`config.mk`:
```
export PLATFORM = sky130hd
export DESIGN_NAME = counter_cmd_gen
export DESIGN_NICKNAME = d
export VERILOG_FILES = /design/src/rtl/counter_cmd_gen.sv
export SDC_FILE = /design/constraint.sdc
export NUM_CORES = 1
export LEC_CHECK = 0
export BUFFER_PORTS_ARGS = -buffer_cell sky130_fd_sc_hd__buf_2
export CAP_MARGIN = 20
export CORE_MARGIN = 2
export CORE_UTILIZATION = 58
export CTS_BUF_LIST = sky130_fd_sc_hd__clkbuf_8 sky130_fd_sc_hd__clkbuf_16
export CTS_CLUSTER_SIZE = 8
export DETAILED_ROUTE_END_ITERATION = 12
export PLACE_DENSITY = 0.81
export SLEW_MARGIN = 10
export SYNTH_ARGS = -nofsm -noshare
export SYNTH_HDL_FRONTEND = slang
export SYNTH_SLANG_ARGS = --single-unit
```
`constraint.sdc`:
```
create_clock -name clk_i -period 2.95 [get_ports clk_i]
set_input_delay 0.4425 -clock clk_i [delete_from_list [all_inputs] [get_ports clk_i]]
set_output_delay 0.4425 -clock clk_i [all_outputs]
set_load 0.05 [all_outputs]
```
`src/rtl/counter_cmd_gen.sv`:
```
// Command stage for the 5-bit up/down counter: synchronises, debounces and
// auto-repeats the push buttons and turns them into single-cycle load/up/down pulses.
//
// state     | meaning
// ----------+------------------------------------------------------------
// ST_IDLE   | no direction active; waiting for an up/down press event
// ST_DELAY  | pulse emitted, counting down to the first auto-repeat
// ST_REPEAT | auto-repeating every REPEAT_RATE cycles while held
module counter_cmd_gen #(
    parameter int WIDTH       = 5,
    parameter int DB_CYCLES   = 4,
    parameter int REPEAT_DLY  = 16,
    parameter int REPEAT_RATE = 4
) (
    input  logic             clk_i,
    input  logic             rst_i,
    input  logic             btn_load_i,
    input  logic             btn_up_i,
    input  logic             btn_down_i,
    input  logic [WIDTH-1:0] sw_i,
    input  logic             high_i,
    input  logic             low_i,
    output logic             load_o,
    output logic             up_o,
    output logic             down_o,
    output logic [WIDTH-1:0] in_o
);

    localparam int CW   = (DB_CYCLES > 1) ? $clog2(DB_CYCLES) : 1;
    localparam int TMAX = (REPEAT_DLY > REPEAT_RATE) ? REPEAT_DLY : REPEAT_RATE;
    localparam int TW   = $clog2(TMAX);

    localparam int B_LD = 0;
    localparam int B_UP = 1;
    localparam int B_DN = 2;

    typedef enum logic [1:0] {
        ST_IDLE,
        ST_DELAY,
        ST_REPEAT
    } state_t;

    typedef enum logic {
        DIR_UP,
        DIR_DN
    } dir_t;

    state_t              state_q;
    dir_t                dir_q;
    logic [TW-1:0]       timer_q;

    logic [2:0]          btn;
    logic [2:0]          s1_q;
    logic [2:0]          s2_q;
    logic [2:0]          db_q;
    logic [2:0]          db_d;
    logic [2:0]          db_prev_q;
    logic [2:0][CW-1:0]  cnt_q;
    logic [2:0][CW-1:0]  cnt_d;
    logic [2:0]          press;
    logic                held_dir;

    assign btn      = {btn_down_i, btn_up_i, btn_load_i};
    assign press    = db_q & ~db_prev_q;
    assign held_dir = (dir_q == DIR_DN) ? db_q[B_DN] : db_q[B_UP];

    // The counter runs only while the synced level disagrees with the debounced one.
    always_comb begin
        for (int i = 0; i < 3; i++) begin
            db_d[i]  = db_q[i];
            cnt_d[i] = '0;
            if (s2_q[i] != db_q[i]) begin
                if (cnt_q[i] == CW'(DB_CYCLES - 1)) begin
                    db_d[i] = s2_q[i];
                end else begin
                    cnt_d[i] = cnt_q[i] + CW'(1);
                end
            end
        end
    end

    always_ff @(posedge clk_i) begin
        if (rst_i) begin
            s1_q      <= '0;
            s2_q      <= '0;
            db_q      <= '0;
            db_prev_q <= '0;
            cnt_q     <= '0;
            state_q   <= ST_IDLE;
            dir_q     <= DIR_UP;
            timer_q   <= '0;
            load_o    <= 1'b0;
            up_o      <= 1'b0;
            down_o    <= 1'b0;
            in_o      <= '0;
        end else begin
            s1_q      <= btn;
            s2_q      <= s1_q;
            db_q      <= db_d;
            db_prev_q <= db_q;
            cnt_q     <= cnt_d;
            load_o    <= 1'b0;
            up_o      <= 1'b0;
            down_o    <= 1'b0;

            if (press[B_LD]) begin
                load_o  <= 1'b1;
                in_o    <= sw_i;
                state_q <= ST_IDLE;
                timer_q <= '0;
            end else begin
                case (state_q)
                    ST_IDLE: begin
                        if (press[B_DN]) begin
                            dir_q   <= DIR_DN;
                            down_o  <= ~low_i;
                            state_q <= ST_DELAY;
                            timer_q <= TW'(REPEAT_DLY - 1);
                        end else if (press[B_UP]) begin
                            dir_q   <= DIR_UP;
                            up_o    <= ~high_i;
                            state_q <= ST_DELAY;
                            timer_q <= TW'(REPEAT_DLY - 1);
                        end
                    end
                    ST_DELAY, ST_REPEAT: begin
                        if (!held_dir) begin
                            state_q <= ST_IDLE;
                        end else if (timer_q == '0) begin
                            // Flags gate the pulse only; the repeat cadence is unaffected.
                            up_o    <= (dir_q == DIR_UP) & ~high_i;
                            down_o  <= (dir_q == DIR_DN) & ~low_i;
                            state_q <= ST_REPEAT;
                            timer_q <= TW'(REPEAT_RATE - 1);
                        end else begin
                            timer_q <= timer_q - TW'(1);
                        end
                    end
                    default: begin
                        state_q <= ST_IDLE;
                    end
                endcase
            end
        end
    end

endmodule
```
==> results of run 1 <==
area by class of cell:
class,instances,share of cell area
Tap cell,28,0.0233
Multi-Input combinational cell,81,0.394
Inverter,9,0.0225
Clock inverter,1,0.00250
Timing Repair Buffer,19,0.0632
Clock buffer,6,0.0549
Sequential cell,33,0.439
worst min path at each step:
stage	to	slack, ps	cells after the start
floorplan	cnt_q[0]$_SDFF_PP0_	400	1
global placement	cnt_q[2]$_SDFF_PP0_	410	1
detailed placement	cnt_q[0]$_SDFF_PP0_	410	1
CTS	up_o$_SDFF_PP0_	330	2
global route	up_o$_SDFF_PP0_	340	2
finish	up_o$_SDFF_PP0_	340	2
power groups by stage:
stage	Clock [mW]	Sequential, mW	Combinational (mW)
floorplan	0	0.479	0.0838
global placement	0	0.481	0.103
detailed placement	0	0.482	0.108
CTS	0.340	0.473	0.110
global route	0.357	0.474	0.126
finish	0.327	0.473	0.111
cells by family (layout without fill, tap and decap cells):
family,count (synthesis),after routing,share of synthesized area
fa+ha+maj,7,7,0.0674
xor+xnor,3,3,0.0202
flops,33,33,0.509
buf+inv,12,35,0.0347
mux,5,5,0.0385
compound gates,22,22,0.140
simple gates,44,44,0.191
cell usage in the layout, fill, tap and decap left out, types with 2 or more instances in the layout:
cell,Yosys,layout
o221a_2,3,3
xnor2_1,3,3
nor2b_1,12,12
or3_1,3,3
nor2_1,13,13
ha_1,7,7
nand2_1,2,2
dfxtp_1,33,33
a22o_1,5,5
clkbuf_8,0,6
buf_2,0,19
mux2i_1,5,5
nand2b_1,5,5
nand3_1,2,2
a21oi_1,4,4
inv_1,9,10
a311oi_1,2,2
per-stage QoR:
stage | hold slack, ps | util | area [um^2] | cells
after global placement | 405 | 0.653 | 1420 | 170
after detailed placement | 410 | 0.653 | 1420 | 170
final | 339 | 0.693 | 1500 | 177
after global routing | 339 | 0.693 | 1500 | 177
after CTS | 332 | 0.693 | 1500 | 177
after floorplan | 397 | - | 1300 | 126
registers in the layout, indices dropped and copies added (netlist names):
register,cells
timer_q,4
up_o,1
db_prev_q,3
cnt_q,6
in_o,5
dir_q,1
s1_q,3
load_o,1
db_q,3
state_q,2
s2_q,3
down_o,1
worst max-delay path, delay by kind of cell, from the launching register on:
kind	cells	cell delay, ps
adder cells (fa/ha/maj)	1	170
AO/OA/AOI/OAI	1	370
flip-flops	1	340
AND/OR/NAND/NOR	2	540
buffers and inverters	1	90
per-layer routing:
| layer | vias to the layer above | global-route usage | part of all wire |
|---|---|---|---|
| met1 | 435 | 0.234 | 0.46 |
| met3 | 7 | 0.0877 | 0.049 |
| met5 | - | 0 | 0 |
| met2 | 26 | 0.323 | 0.46 |
| met4 | 0 | 0.110 | 0.023 |
| li1 | 480 | - | - |
==> results by group, run 1 <==
Timing
  – Final worst-path setup slack: 1350 ps
  – Fin crit share: 0.542
  – Fin. Hold Viols: 0
  – Rel. slew slack: 0.583
  – RSZ-0062 raised after global routing: false
  – Final setup fails: 0
  – Tmin final: 1600 ps
  – Worst-margin pin slew: 623 ps
  – Total negative slack: 0 ps
  – FMAX: 0.625 GHz
  – Post-route clock skew: 3.68 ps
  – Pins Over Slew Limit: 0

Place
  – Placer Congestion: 0.862
  – Post-DP HPWL: 1560 um
  – Port bufs: 19
  – Worst slack, placed: 1370 ps

Outcome
  – Status: complete, no violations

Critical path
  – Worst Setup SP: timer_q[0]$_SDFFE_PP0P_
  – Cells along the critical path: inv_1 -> ha_1 -> nor3b_2 -> nand4b_1 -> a2111oi_2
  – Max incr delay on CP: 370 ps
  – CP Max Fanout: 6
  – Crit-path slowest cell: a2111oi_2
  – Worst r2r dst: up_o$_SDFF_PP0_
  – Reg2Reg Depth: 5
  – Crit path to: up_o$_SDFF_PP0_
  – Reg-to-Reg Start: timer_q[0]$_SDFFE_PP0P_
  – Crit start category: flip-flop
  – WP data arrival: 1780 ps
  – Reg2reg setup slack: 1350 ps
  – Critical path type: flip-flop to flip-flop
  – CP Data Required Time: 3130 ps
  – Crit path capture type: flip-flop

Floorplanning
  – Core area: 2170 um^2
  – Initial core utilization: 0.599
  – Die width: 51.3 um
  – Die area: 2630 um^2
  – I/O pin count: 20
  – Standard-cell rows: 17
  – Die height: 51.3 um

Synthesis
  – Mapped Nets: 145
  – Synth Register Bits: 33
  – Synth Flop Type: dfxtp_1
  – Distinct cells, synth: 31
  – Yosys top cell by area: dfxtp_1
  – Synth top area share: 0.509
  – YS warnings: 0
  – Most frequent cell after synthesis: dfxtp_1
  – Dominant cells by area after synthesis: dfxtp_1 51%, ha_1 6.7%, nor2b_1 5.8%
  – Syn avg cell area: 10.3 um^2
  – Async S/R FF share, synth: 0
  – Netlist Area Pre-Place: 1300 um^2
  – EDFF count, synth: 0
  – Register area share after synthesis: 0.509
  – Cells after Synth: 126
  – Most frequent cells after synthesis: 33 x dfxtp_1, 13 x nor2_1, 12 x nor2b_1

Clock tree
  – Worst-skew pair later-pin latency: 280 ps
  – Sink Count: 33
  – Clock transition at the registers of the reported paths: 60 ps
  – Postcts setup bufs: 0
  – CTS Hold Bufs: 0
  – Cts repair resizes: 0
  – Root Buffer: clkbuf_8
  – CTS H-tree depth: 2
  – CTS tree: yes
  – Total CTS buffers: 5
  – Clock Tree Buf Depth: 2

Pwr
  – Leak: 0.633 nW
  – Flop pwr share: 0.519
  – Pwr dens: 606 nW/um^2
  – P_sw: 220 uW
  – Clk network pwr share: 0.359
  – Logic pwr share: 0.121
  – Cell Int Power: 691 uW
  – VDD IR max: 0.000526 V
  – PnR Total Power: 911 uW
  – Sw Share: 0.241

Global routing
  – GRT Total Usage: 0.205
  – Largest net degree at the start of global routing: 19
  – Number of global-route vias before repair: 923
  – Global-route wire length before repair: 3890 um
  – Initial antenna violation count: 0
  – Grt ovf: 0

Final layout
  – Layout cell share with drive strength beyond 1: 0.215
  – Area occupied by multi-input gates: 593 um^2
  – Nets: 168
  – Area Growth Syn to Fin: 15.8%
  – Register area: 661 um^2
  – Inserted Diodes: 0
  – Layout fillers: 187

Hold path
  – Worst Hold Launch: high_i
  – Hold WC Path Type: primary input to flip-flop

Route
  – DR vias: 948
  – DRC: 0
  – Post-DRT Antenna Nets: 0
  – Vias per cell: 5.36
  – Routed wire length: 2230 um
  – Average routed wire per standard cell: 12.6 um
  – 1st-iter DRT viols: 11
  – DRT Pass-1 Iters: 4

Flow run
  – Max-cap viol count: 0
Note: power is estimated with default switching activity, not from simulation.
==> inputs of run 2 (changes only) <==
ABC_AREA = 1   (was default)
CORE_UTILIZATION = 55   (was 58)
PLACE_DENSITY = 0.77   (was 0.81)
clock period = 1.7 ns   (was 2.95 ns; I/O delays follow)
==> run 2 against run 1 <==
Critical path depth is 2 higher. Register-to-register slack worse by 1200 ps. Synthesized area increased by 6.0%. Via count is 23% higher. Global-route usage down 1.1 points. Wire length is 5.6% higher. Core utilization shrank 4.5 points. Combinational power is 62% lower. Sequential power increased by 66%. Sequential cell count stayed put. Maximum frequency grew 3.6%. Total power grew 50%. Highest routed layer unchanged.
==> results by group, run 2 <==
Place
  – Post-DP HPWL: 1790 um (+15%)
  – Worst slack, placed: 206 ps (-1170 ps)
  – Placer Congestion: 0.875 (+1.4%)
  – Port bufs: 19 (unchanged)

Final layout
  – Largest registers: cnt_q (6), in_o (5), timer_q (4)
  – Nets: 213 (+27%)
  – Inserted Diodes: 0 (unchanged)
  – Most frequent cells in the layout: 33 x dfxtp_1, 31 x inv_1, 26 x nand2_1, 23 x nor2_1, 19 x buf_2
  – Max reg flops: 6 (unchanged)
  – Biggest register: cnt_q
  – Area Growth Syn to Fin: 14.5%
  – Layout fillers: 216 (+16%)
  – Layout cell share with drive strength beyond 1: 0.200 (-0.0148)
  – Commonest non-fill, non-tap cell in the layout: dfxtp_1

Outcome
  – Status: complete, no violations

Global routing
  – Global-route wire length before repair: 3990 um (+2.5%)
  – Grt ovf: 0 (unchanged)
  – GRT Total Usage: 0.193 (-0.0113)
  – Number of global-route vias before repair: 1041 (+13%)
  – Largest net degree at the start of global routing: 16 (-3)
  – Initial antenna violation count: 0 (unchanged)

Timing
  – Fin crit share: 0.908 (+0.366)
  – Rel. slew slack: 0.771 (+0.188)
  – Total negative slack: 0 ps (unchanged)
  – Hold Slack: 178 ps (-161 ps)
  – Worst-margin pin slew: 343 ps (-280 ps)
  – FMAX: 0.648 GHz (+3.6%)
  – Pins Over Slew Limit: 0 (unchanged)
  – Tmin final: 1540 ps (-55.3 ps)
  – Fin. Hold Viols: 0 (unchanged)
  – RSZ-0062 raised after global routing: false
  – Final worst-path setup slack: 156 ps (-1190 ps)
  – Final setup fails: 0 (unchanged)
  – Post-route clock skew: 0.985 ps (-2.69 ps)

Synthesis
  – Synth top area share: 0.480 (-0.0287)
  – Async S/R FF share, synth: 0 (unchanged)
  – Netlist Area Pre-Place: 1380 um^2 (+6.0%)
  – YS warnings: 0 (unchanged)
  – Mapped Nets: 189 (+30%)
  – Syn avg cell area: 8.10 um^2 (-21%)
  – Most frequent cell after synthesis: dfxtp_1
  – Synth Flop Type: dfxtp_1
  – Distinct cells, synth: 19 (-39%)
  – Synth Register Bits: 33 (unchanged)
  – Dominant cells by area after synthesis: dfxtp_1 48%, inv_1 8.2%, nand2_1 7.1%
  – Yosys top cell by area: dfxtp_1
  – Cells after Synth: 170 (+35%)
  – Register area share after synthesis: 0.480 (-0.0287)
  – Most frequent cells after synthesis: 33 x dfxtp_1, 30 x inv_1, 26 x nand2_1
  – EDFF count, synth: 0 (unchanged)

Floorplanning
  – Die area: 2920 um^2 (+11%)
  – Die height: 54.0 um (+5.3%)
  – Die width: 54.0 um (+5.3%)
  – Standard-cell rows: 18 (+1)
  – Initial core utilization: 0.566 (-0.0328)
  – I/O pin count: 20 (unchanged)
  – Core area: 2430 um^2 (+12%)

Clock tree
  – Sink Count: 33 (unchanged)
  – CTS Hold Bufs: 0 (unchanged)
  – CTS H-tree depth: 2 (unchanged)
  – Root Buffer: clkbuf_8
  – Clock transition at the registers of the reported paths: 60 ps (about the same)
  – Postcts setup bufs: 0 (unchanged)
  – Clock Tree Buf Depth: 2 (unchanged)
  – Cts repair resizes: 0 (unchanged)
  – CTS tree: yes
  – Total CTS buffers: 5 (unchanged)
  – Worst-skew pair later-pin latency: 280 ps (about the same)

Pwr
  – Clk network pwr share: 0.395 (+0.036)
  – Cell Int Power: 1.08 mW (+56%)
  – Leak: 0.718 nW (+13%)
  – Logic pwr share: 0.031 (-0.090)
  – Sw Share: 0.213 (-0.0281)
  – VDD IR max: 0.000679 V (+29%)
  – P_sw: 292 uW (+33%)
  – Pwr dens: 868 nW/um^2 (+43%)
  – PnR Total Power: 1.37 mW (+50%)
  – Flop pwr share: 0.575 (+0.056)

Critical path
  – Reg-to-Reg Start: state_q[1]$_SDFFE_PP0P_
  – CP Data Required Time: 1910 ps (-1220 ps)
  – Crit start category: flip-flop
  – Worst Setup SP: state_q[1]$_SDFFE_PP0P_
  – Critical path type: flip-flop to flip-flop
  – CP Max Fanout: 10 (+4)
  – WP data arrival: 1750 ps (-30 ps)
  – Crit path capture type: flip-flop

Hold path
  – Hold WC Path Type: primary input to flip-flop
  – Worst Hold Launch: btn_load_i

Route
  – Vias per cell: 5.18 (-3.3%)
  – DRC: 0 (unchanged)
  – 1st-iter DRT viols: 30 (+19)
  – Average routed wire per standard cell: 10.5 um (-17%)
  – Routed wire length: 2350 um (+5.6%)
  – DRT Pass-1 Iters: 4 (unchanged)
  – Post-DRT Antenna Nets: 0 (unchanged)
  – DR vias: 1165 (+23%)

Flow run
  – Max-cap viol count: 0 (unchanged)
## run 2: changes by cell type after synthesis, moves of 3 or more
cell      before  now
o211ai_1       0    3
nand4_1        0    5
nor2b_1       12    0
nand3_2        0    4
nand2b_1       5    0
inv_1          9   30
xnor2_1        3    0
nand2_1        2   26
mux2i_1        5    0
nand2_2        0    4
o221a_2        3    0
or3_1          3    0
a21oi_1        4   16
nor2_1        13   23
## run 2: layer usage
layer  GRT usage  vias to the layer above  wire length (um)
met1       0.192                      532              1010
li1            -                      584                 -
met3      0.0778                       11               166
met4      0.0750                        0                59
met5           0                        -                 0
met2       0.356                       38              1120
## run 2: area by class of cell
| cell class | instances | area, um^2 | area share |
|---|---|---|---|
| flip-flops and latches | 33 | 661 | 0.419 |
| multi-input cells | 105 | 588 | 0.373 |
| inverters | 30 | 113 | 0.0714 |
| repair buffers | 19 | 95.1 | 0.0603 |
| clock buffers | 5 | 68.8 | 0.0437 |
| well taps | 30 | 37.5 | 0.0238 |
| clock inverters | 3 | 13.8 | 0.00873 |
## run 2: power groups by stage
| stage | Sequential, mW | Combinational, mW | Clock, mW |
|---|---|---|---|
| 6_report | 0.786 | 0.0419 | 0.540 |
| 5_1_grt | 0.787 | 0.0486 | 0.604 |
| 4_1_cts | 0.786 | 0.0423 | 0.559 |
| 3_5_place_dp | 0.804 | 0.0419 | 0 |
| 3_3_place_gp | 0.803 | 0.0409 | 0 |
| 2_1_floorplan | 0.803 | 0.0234 | 0 |
## run 2: metrics by stage
stage               std cells   util  cell area [um^2]
floorplan                 170      -              1380
global placement          217  0.614              1490
detailed placement        217  0.614              1490
CTS                       225  0.648              1580
global route              225  0.648              1580
finish                    225  0.648              1580
## run 2: path summary, 6_finish.rpt
| kind | slack [ps] | cells after the start | endpoint |
|---|---|---|---|
| min | 180 | 3 | s1_q[0]$_SDFF_PP0_ |
| min reg2reg | 400 | 2 | s2_q[0]$_SDFF_PP0_ |
| max reg2reg | 160 | 7 | timer_q[1]$_SDFFE_PP0P_ |
| max | 160 | 7 | timer_q[1]$_SDFFE_PP0P_ |
## run 2: cells by family after synthesis
group	after synthesis	synth area share
buf+inv	32	0.0927
compound gates	27	0.117
flops	33	0.480
simple gates	71	0.246
fa+ha+maj	7	0.0636
## run 2: worst max-delay path: stages (launching register included)
cell,delay (ps)
dfxtp_1,380
inv_1,60
ha_1,490
or2_4,210
nand2_2,70
nor2_4,100
nand2_1,60
a21oi_1,120
==> inputs of run 3 (changes only) <==
BUFFER_PORTS_ARGS = -buffer_cell sky130_fd_sc_hd__buf_4   (was -buffer_cell sky130_fd_sc_hd__buf_2)
CTS_CLUSTER_SIZE = 24   (was 8)
==> run 3 against run 2 <==
Core utilization rose by 3.3 points. Largest cell class unchanged. Die area did not move. Total power rose by 15%. Sequential share of layout area fell by 2.1 points. Critical endpoint is now timer_q[2]$_SDFFE_PP0P_. Highest routed layer unchanged.
==> results by group, run 3 (synthesis results as in run 2) <==
Final layout
  – Layout fillers: 204 (-5.6%)
  – Finished Cell Area: 1660 um^2 (+5.2%)
  – Most frequent cells in the layout: 33 x dfxtp_1, 31 x inv_1, 26 x nand2_1, 23 x nor2_1, 19 x buf_4
  – Max reg flops: 6 (unchanged)
  – Register area: 661 um^2 (unchanged)
  – Area Growth Syn to Fin: 20.5%
  – Area occupied by multi-input gates: 588 um^2 (unchanged)
  – Layout cell share with drive strength beyond 1: 0.200 (unchanged)
  – Inserted Diodes: 0 (unchanged)
  – Nets: 213 (unchanged)
  – Biggest register: cnt_q
  – Largest registers: cnt_q (6), in_o (5), timer_q (4)
  – Commonest non-fill, non-tap cell in the layout: dfxtp_1

Route
  – 1st-iter DRT viols: 18 (-40%)
  – DRT Pass-1 Iters: 4 (unchanged)
  – Post-DRT Antenna Nets: 0 (unchanged)
  – DR vias: 1150 (-1.3%)
  – Vias per cell: 5.11 (-1.3%)
  – DRC: 0 (unchanged)
  – Average routed wire per standard cell: 10.9 um (+4.6%)
  – Routed wire length: 2460 um (+4.6%)

Clock tree
  – Clock Tree Buf Depth: 2 (unchanged)
  – Clock transition at the registers of the reported paths: 60 ps (about the same)
  – CTS Hold Bufs: 0 (unchanged)
  – Postcts setup bufs: 0 (unchanged)
  – CTS H-tree depth: 2 (unchanged)
  – Worst-skew pair later-pin latency: 280 ps (about the same)
  – Sink Count: 33 (unchanged)
  – Cts repair resizes: 0 (unchanged)
  – Root Buffer: clkbuf_8
  – Total CTS buffers: 5 (unchanged)
  – CTS tree: yes

Critical path
  – Critical path's top delay family: simple AND/OR/NAND/NOR gates
  – CP Max Fanout: 10 (unchanged)
  – Critical path type: flip-flop to flip-flop
  – Crit-path slowest cell: ha_1
  – Buf/Inv on CP: 1 (unchanged)
  – Crit path capture type: flip-flop
  – Max incr delay on CP: 420 ps (-70 ps)
  – Reg2reg setup slack: 200 ps (+40 ps)
  – Cells along the critical path: inv_1 -> ha_1 -> or2_4 -> nand3_2 -> nand2_1 -> a21oi_1
  – Crit start category: flip-flop
  – WP data arrival: 1720 ps (-30 ps)
  – CP Data Required Time: 1910 ps (about the same)

Floorplanning
  – Initial core utilization: 0.566 (unchanged)
  – Die height: 54.0 um (unchanged)
  – Die width: 54.0 um (unchanged)
  – Die area: 2920 um^2 (unchanged)
  – Standard-cell rows: 18 (unchanged)
  – I/O pin count: 20 (unchanged)
  – Core area: 2430 um^2 (unchanged)

Pwr
  – Leak: 0.740 nW (+3.1%)
  – PnR Total Power: 1.57 mW (+15%)
  – Pwr dens: 950 nW/um^2 (+9.4%)
  – VDD IR max: 0.000685 V (+0.93%)

Place
  – Worst slack, placed: 223 ps (+17.2 ps)
  – Post-DP HPWL: 1840 um (+2.8%)
  – DP Area: 1540 um^2 (+3.2%)
  – Placer Congestion: 0.850 (-2.8%)
  – Port bufs: 19 (unchanged)

Timing
  – Tmin final: 1500 ps (-40.0 ps)
  – Rel. slew slack: 0.747 (-0.0240)
  – Total negative slack: 0 ps (unchanged)
  – Fin crit share: 0.885 (-0.0235)
  – Post-route clock skew: 3.40 ps (+2.41 ps)
  – Hold Slack: 173 ps (-4.59 ps)
  – Fin. Hold Viols: 0 (unchanged)
  – Pins Over Slew Limit: 0 (unchanged)
  – RSZ-0062 raised after global routing: false
  – Final setup fails: 0 (unchanged)
  – FMAX: 0.665 GHz (+2.7%)
  – Worst-margin pin slew: 379 ps (+36.0 ps)
  – Final worst-path setup slack: 196 ps (+40.0 ps)

Outcome
  – Status: complete, no violations

Global routing
  – Grt ovf: 0 (unchanged)
  – Largest net degree at the start of global routing: 16 (unchanged)
  – Initial antenna violation count: 0 (unchanged)
  – GRT Total Usage: 0.188 (-0.00548)
  – Global-route wire length before repair: 3750 um (-5.9%)
  – Number of global-route vias before repair: 970 (-6.8%)

Hold path
  – Hold WC Path Type: primary input to flip-flop

Flow run
  – Max-cap viol count: 0 (unchanged)
==> run 3: cell count changes in the layout (fill, tap and decap cells not counted) <==
| cell | delta |
|---|---|
| buf_2 | -19 |
| buf_4 | +19 |
| clkinv_2 | -2 |
| bufinv_16 | +1 |
| clkbuf_8 | +1 |
==> run 3: layer usage <==
metal | track usage | wire [um] | up-vias
met5 | 0 | 0 | -
met4 | 0.0875 | 45 | 0
met3 | 0.0861 | 187 | 7
met2 | 0.335 | 1210 | 34
met1 | 0.183 | 1020 | 517
li1 | - | - | 592
==> run 3: report_power, final <==
group | switching, mW | internal [mW]
clock | 0.268 | 0.471
combinational | 0.0243 | 0.0247
sequential | 0.00411 | 0.782
total | 0.296 | 1.28
==> run 3: final timing paths <==
path,start,cells after the start,endpoint
worst min-delay path,btn_up_i,3,s1_q[1]$_SDFF_PP0_
worst max register to register,state_q[0]$_SDFFE_PP0P_,6,timer_q[2]$_SDFFE_PP0P_
worst max-delay path,state_q[0]$_SDFFE_PP0P_,6,timer_q[2]$_SDFFE_PP0P_
worst min register to register,s1_q[1]$_SDFF_PP0_,2,s2_q[1]$_SDFF_PP0_
==> run 3: layout make-up <==
cell class | instances | area share
Clock inverter | 2 | 0.0204
Tap cell | 30 | 0.0226
Inverter | 30 | 0.0679
Sequential cell | 33 | 0.398
Clock buffer | 6 | 0.0498
Multi-Input combinational cell | 105 | 0.355
Timing Repair Buffer | 19 | 0.0860
==> run 3: worst min-delay path, stage by stage <==
cell    delay, ps
buf_4          80
inv_1          30
nor2_1         60
==> run 3: stage by stage <==
stage,utilization,cells
2_1_floorplan,-,170
3_3_place_gp,0.634,217
3_5_place_dp,0.634,217
4_1_cts,0.682,225
5_1_grt,0.682,225
6_report,0.682,225
